<file path="src/rtl/mux_arb16.sv">
// ---------------------------------------------------------------------------
// mux_arb16
// Round-robin arbiter that shares a 16:1 gate multiplexer among 16
// requesters. It drives the registered 4-bit mux select and a one-hot grant
// back to the winning requester. An owner keeps the grant while it keeps
// requesting, but only for up to MAX_HOLD consecutive cycles, after which the
// next requester in round-robin order takes over.
//
// Parameters
//   MAX_HOLD : maximum consecutive cycles a single grant may last (1..15)
//   CNT_W    : hold counter width, 2**CNT_W must exceed MAX_HOLD
//
// Ports
//   CLK   : clock, all state changes on the rising edge
//   RESET : synchronous active-high reset
//   REQ   : request vector, bit i is requester i (mux data input i)
//   SEL   : registered mux select, binary index of the current owner
//   GNT   : registered one-hot grant, all zero when nobody owns the mux
//   VALID : registered, high whenever GNT is non-zero
// ---------------------------------------------------------------------------
module mux_arb16 #(
   parameter int MAX_HOLD = 8,
   parameter int CNT_W    = 4
) (
   input  logic        CLK,
   input  logic        RESET,
   input  logic [15:0] REQ,
   output logic [3:0]  SEL,
   output logic [15:0] GNT,
   output logic        VALID
);

   typedef enum logic {
      IDLE = 1'b0,
      OWN  = 1'b1
   } state_t;

   state_t            r_state;
   logic [3:0]        r_sel;
   logic [15:0]       r_gnt;
   logic              r_valid;
   logic [CNT_W-1:0]  r_cnt;

   state_t            w_nextState;
   logic [3:0]        w_nextSel;
   logic [15:0]       w_nextGnt;
   logic              w_nextValid;
   logic [CNT_W-1:0]  w_nextCnt;

   logic [3:0]        w_win;
   logic [3:0]        w_idx;
   logic              w_found;
   logic              w_anyReq;
   logic              w_release;

   // Round-robin search. The scan starts one past the current select and
   // wraps around; the sixteenth step lands back on the current select, so
   // the present owner is only picked when nobody else is asking. Because
   // SEL resets to 15, requester 0 is first in line after reset.
   always_comb begin
      w_win   = r_sel;
      w_found = 1'b0;
      w_idx   = r_sel;
      for (int k = 1; k <= 16; k++) begin
         w_idx = r_sel + 4'(k);
         if (!w_found && REQ[w_idx]) begin
            w_win   = w_idx;
            w_found = 1'b1;
         end
      end
   end

   // A release is due when the owner drops its request or has used up its
   // full hold allowance. Outside OWN the value is simply not consulted.
   always_comb begin
      w_anyReq  = |REQ;
      w_release = !REQ[r_sel] || (r_cnt == CNT_W'(MAX_HOLD));
   end

   // Next-state and next-output logic. When a release is due and requests
   // remain, the next winner is granted at the same edge so the mux never
   // sees a dead cycle between owners. A lone owner that times out falls out
   // of the same search as the only candidate and is re-granted. Going idle
   // leaves SEL on the old owner so the next search starts just past it.
   always_comb begin
      w_nextState = r_state;
      w_nextSel   = r_sel;
      w_nextGnt   = r_gnt;
      w_nextValid = r_valid;
      w_nextCnt   = r_cnt;
      case (r_state)
         IDLE: begin
            if (w_anyReq) begin
               w_nextState = OWN;
               w_nextSel   = w_win;
               w_nextGnt   = 16'h0001 << w_win;
               w_nextValid = 1'b1;
               w_nextCnt   = CNT_W'(1);
            end else begin
               w_nextGnt   = 16'h0000;
               w_nextValid = 1'b0;
            end
         end
         OWN: begin
            if (!w_release) begin
               w_nextCnt = r_cnt + CNT_W'(1);
            end else if (w_anyReq) begin
               w_nextSel   = w_win;
               w_nextGnt   = 16'h0001 << w_win;
               w_nextValid = 1'b1;
               w_nextCnt   = CNT_W'(1);
            end else begin
               w_nextState = IDLE;
               w_nextGnt   = 16'h0000;
               w_nextValid = 1'b0;
               w_nextCnt   = '0;
            end
         end
         default: begin
            w_nextState = IDLE;
            w_nextGnt   = 16'h0000;
            w_nextValid = 1'b0;
            w_nextCnt   = '0;
         end
      endcase
   end

   // State and output registers. Reset wins over any request activity and
   // parks SEL at 15 so that requester 0 has top priority afterwards.
   always_ff @(posedge CLK) begin
      if (RESET) begin
         r_state <= IDLE;
         r_sel   <= 4'b1111;
         r_gnt   <= 16'h0000;
         r_valid <= 1'b0;
         r_cnt   <= '0;
      end else begin
         r_state <= w_nextState;
         r_sel   <= w_nextSel;
         r_gnt   <= w_nextGnt;
         r_valid <= w_nextValid;
         r_cnt   <= w_nextCnt;
      end
   end

   assign SEL   = r_sel;
   assign GNT   = r_gnt;
   assign VALID = r_valid;

endmodule

</file>
<file path="config.mk">
export PLATFORM = sky130hd
export DESIGN_NAME = mux_arb16
export DESIGN_NICKNAME = d
export VERILOG_FILES = /design/src/rtl/mux_arb16.sv
export SDC_FILE = /design/constraint.sdc
export NUM_CORES = 1
export LEC_CHECK = 0
export CORE_UTILIZATION = 33
export CTS_CLUSTER_SIZE = 20
export DETAILED_ROUTE_END_ITERATION = 10
export GPL_ROUTABILITY_DRIVEN = 0
export SYNTH_ARGS = -nofsm -noshare
export SYNTH_HDL_FRONTEND = slang
export SYNTH_SLANG_ARGS = --single-unit
</file>
<file path="constraint.sdc">
create_clock -name CLK -period 5.8 [get_ports CLK]
set_input_delay 0.58 -clock CLK [delete_from_list [all_inputs] [get_ports CLK]]
set_output_delay 0.58 -clock CLK [all_outputs]
set_load 0.02 [all_outputs]
</file>
==> impl_metrics.tcl <==
set metrics [dict create \
    status "completed" \
    pre_cts_ws_ps 1134 \
    cts_buffers 3 \
    die_w_um 109.3 \
    ys_warn_count 0 \
    synth.avg_cell_area_um2 8.849 \
    cts-root-buf "clkbuf_16" \
    h-tree-depth 1 \
    cp_slowest_cell "ha_1" \
    finalCriticalPeriod_ps 4750 \
    cap_violations 0 \
    final_common_cell "nand2_1" \
    drv_slew 0 \
    cts-resized-gates 0 \
    area_growth_pct 14.80 \
    rsz0062_at_grt "false" \
    grt_pass1_vias 3511 \
    synthFlopType "dfxtp_1" \
    drc 0 \
    ys_ff_latch 26 \
    drt_first_pass_iters 5 \
    placed_area_um2 4283 \
    postSynthNetCount 457 \
    max_freq_mhz 210.5 \
    critPathLaunch "SEL[0]$_SDFFE_PP1P_" \
    drtIter0Drc 345 \
    worst-path-buf-inv 1 \
    grt_max_degree 32 \
    setup_tns_ps 0 \
    worstSkewPairLatency_ps 250 \
    grt_pass1_wl_um 18570 \
    synth_cell_type_count 76 \
    insertedDiodeCount 0 \
    cts_buffer_depth 2 \
    min_from "GNT[8]$_SDFFE_PP0N_" \
    worstSetupEndpointType "flop" \
    synthArstFlopShare_pct 0 \
    critical_path.max_stage_delay_ps 970 \
    ctsHoldBuffers 0 \
    vias 3740 \
    port_buffers 38 \
    io_pins 39 \
    slew_headroom_pct 29.33 \
    die_area_um2 11940 \
    via_per_inst 6.318 \
    start_kind "flop" \
    worst_slew_pin_slew_ps 1052 \
    worst_slack_ps 1050 \
    hold_violations 0 \
    wl_per_cell_um 20.06 \
    cts.sinks 26 \
    hold_class "flop to flop" \
    die_y_um 109.3 \
    syn_inst 429 \
    layout-drive-gt1-share_pct 19.03 \
    rows 38 \
    cts.clk_slew.worst_paths_ps 60 \
    yosysSeqAreaShare_pct 13.71 \
    hpwlAfterDp_um 8774 \
    crit_type "flop to flop" \
    crit_family "compound AO/OA/AOI/OAI gates" \
    cts_tree "done" \
    required_ps 5950 \
    synth_edf_count 0 \
    worstPathArrival_ps 4900 \
    nets 482 \
    fin_worst_skew_ps 2.198 \
    fill_cells 1108 \
    r2r-start "SEL[0]$_SDFFE_PP1P_" \
    core-area_um2 11030 \
    post-cts-setup-buffers 0 \
    crit_chain "inv_2 > ha_1 > mux4_2 > mux2_2 > a211oi_2 > nand3_1 > o41ai_1 > nand2_1 > a21oi_1 > nor3_2 > a32o_1" \
    wl_um 11880 \
    antenna_found_initial 0 \
    start_util_pct 34.41 \
    grt.total_usage_pct 19.95 \
    overflow 0 \
    min_period_over_period_pct 81.90 \
    final_area_um2 4358 \
    antenna_left 0 \
    syn_area_um2 3796 \
    setup_viol 0 \
    layout_common_cells "nand2_1, clkdlybuf4s50_1, nor2_1" \
    path_max_fanout 26 \
]
[cells in the mapped netlist (3+ instances only)]
library cell | number | area, um2
a211o_1 | 4 | 35.03
a211oi_1 | 5 | 37.54
a21boi_0 | 3 | 22.52
a21oi_1 | 22 | 110.1
a221oi_1 | 5 | 43.79
a22o_1 | 12 | 105.1
a22oi_1 | 3 | 22.52
a32o_1 | 5 | 50.05
and2_1 | 5 | 31.28
buf_1 | 3 | 11.26
buf_2 | 7 | 35.03
clkbuf_1 | 11 | 41.29
dfxtp_1 | 26 | 520.5
ha_1 | 10 | 125.1
inv_1 | 8 | 30.03
inv_2 | 3 | 11.26
mux2_2 | 22 | 247.7
mux2i_1 | 24 | 240.2
mux4_2 | 27 | 608.1
nand2_1 | 49 | 183.9
nand2b_1 | 5 | 31.28
nand3_1 | 8 | 40.04
nor2_1 | 28 | 105.1
nor2b_1 | 6 | 37.54
nor3_1 | 16 | 80.08
nor3_2 | 4 | 40.04
nor4_1 | 7 | 43.79
o211a_1 | 4 | 40.04
o211ai_1 | 4 | 30.03
o21ai_0 | 20 | 100.1
o22ai_1 | 4 | 25.02
or3_1 | 3 | 18.77
xnor2_1 | 6 | 52.55
xor2_1 | 4 | 35.03
[routing by layer]
metal  track usage, %  share of wire [%]  wire [um]
met1            28.12                 45       5376
met2            31.90                 46       5433
met3            1.494                5.1        607
met4            6.952                3.9        461
met5                0                  0          0
[stage by stage]
step | util [%] | cells | hold slack, ps
3_3_place_gp | 38.83 | 589 | 466.4
4_1_cts | 39.51 | 592 | 488.1
2_1_floorplan | - | 429 | 457.7
5_1_grt | 39.51 | 592 | 499.1
3_5_place_dp | 38.83 | 589 | 469.0
6_report | 39.51 | 592 | 478.5
[cell families after synthesis]
logic type	after synthesis	share of synthesized area (%)
buf+inv	35	4.087
flops	26	13.71
fa+ha+maj	10	3.296
mux	76	30.36
compound gates	116	22.97
xor+xnor	12	3.757
simple gates	154	21.82
[state kept, by name (all words and copies together) (netlist names)]
name,flops
GNT,16
r_cnt,4
SEL,4
VALID,1
r_state,1
[worst register-to-register path, delay by kind of cell, from the launching register on]
kind / cells / cell delay (ps)
compound gates: 4 / 1810
buf+inv: 1 / 130
fa+ha+maj: 1 / 970
mux: 2 / 820
flops: 1 / 350
simple gates: 3 / 570
[area by class of cell]
class	instances	area, um2	share of cell area [%]
clock buffer	3	75.07	1.723
tap	140	175.2	4.020
timing repair buffer	44	425.4	9.762
sequential	26	520.5	11.94
inverter	11	41.29	0.9475
multi-input combinational	368	3120	71.60
[path summary, 6_finish.rpt]
check	slack, ps	endpoint	cells past startpoint
hold / removal	480	GNT[8]$_SDFFE_PP0N_	1
setup reg to reg	1050	GNT[8]$_SDFFE_PP0N_	11
setup / recovery	1050	GNT[8]$_SDFFE_PP0N_	11
hold reg to reg	480	GNT[8]$_SDFFE_PP0N_	1
Power is left out: the tool's default activity adds up to more than one toggle a clock period on the data nets, which glitch-free logic cannot reach.
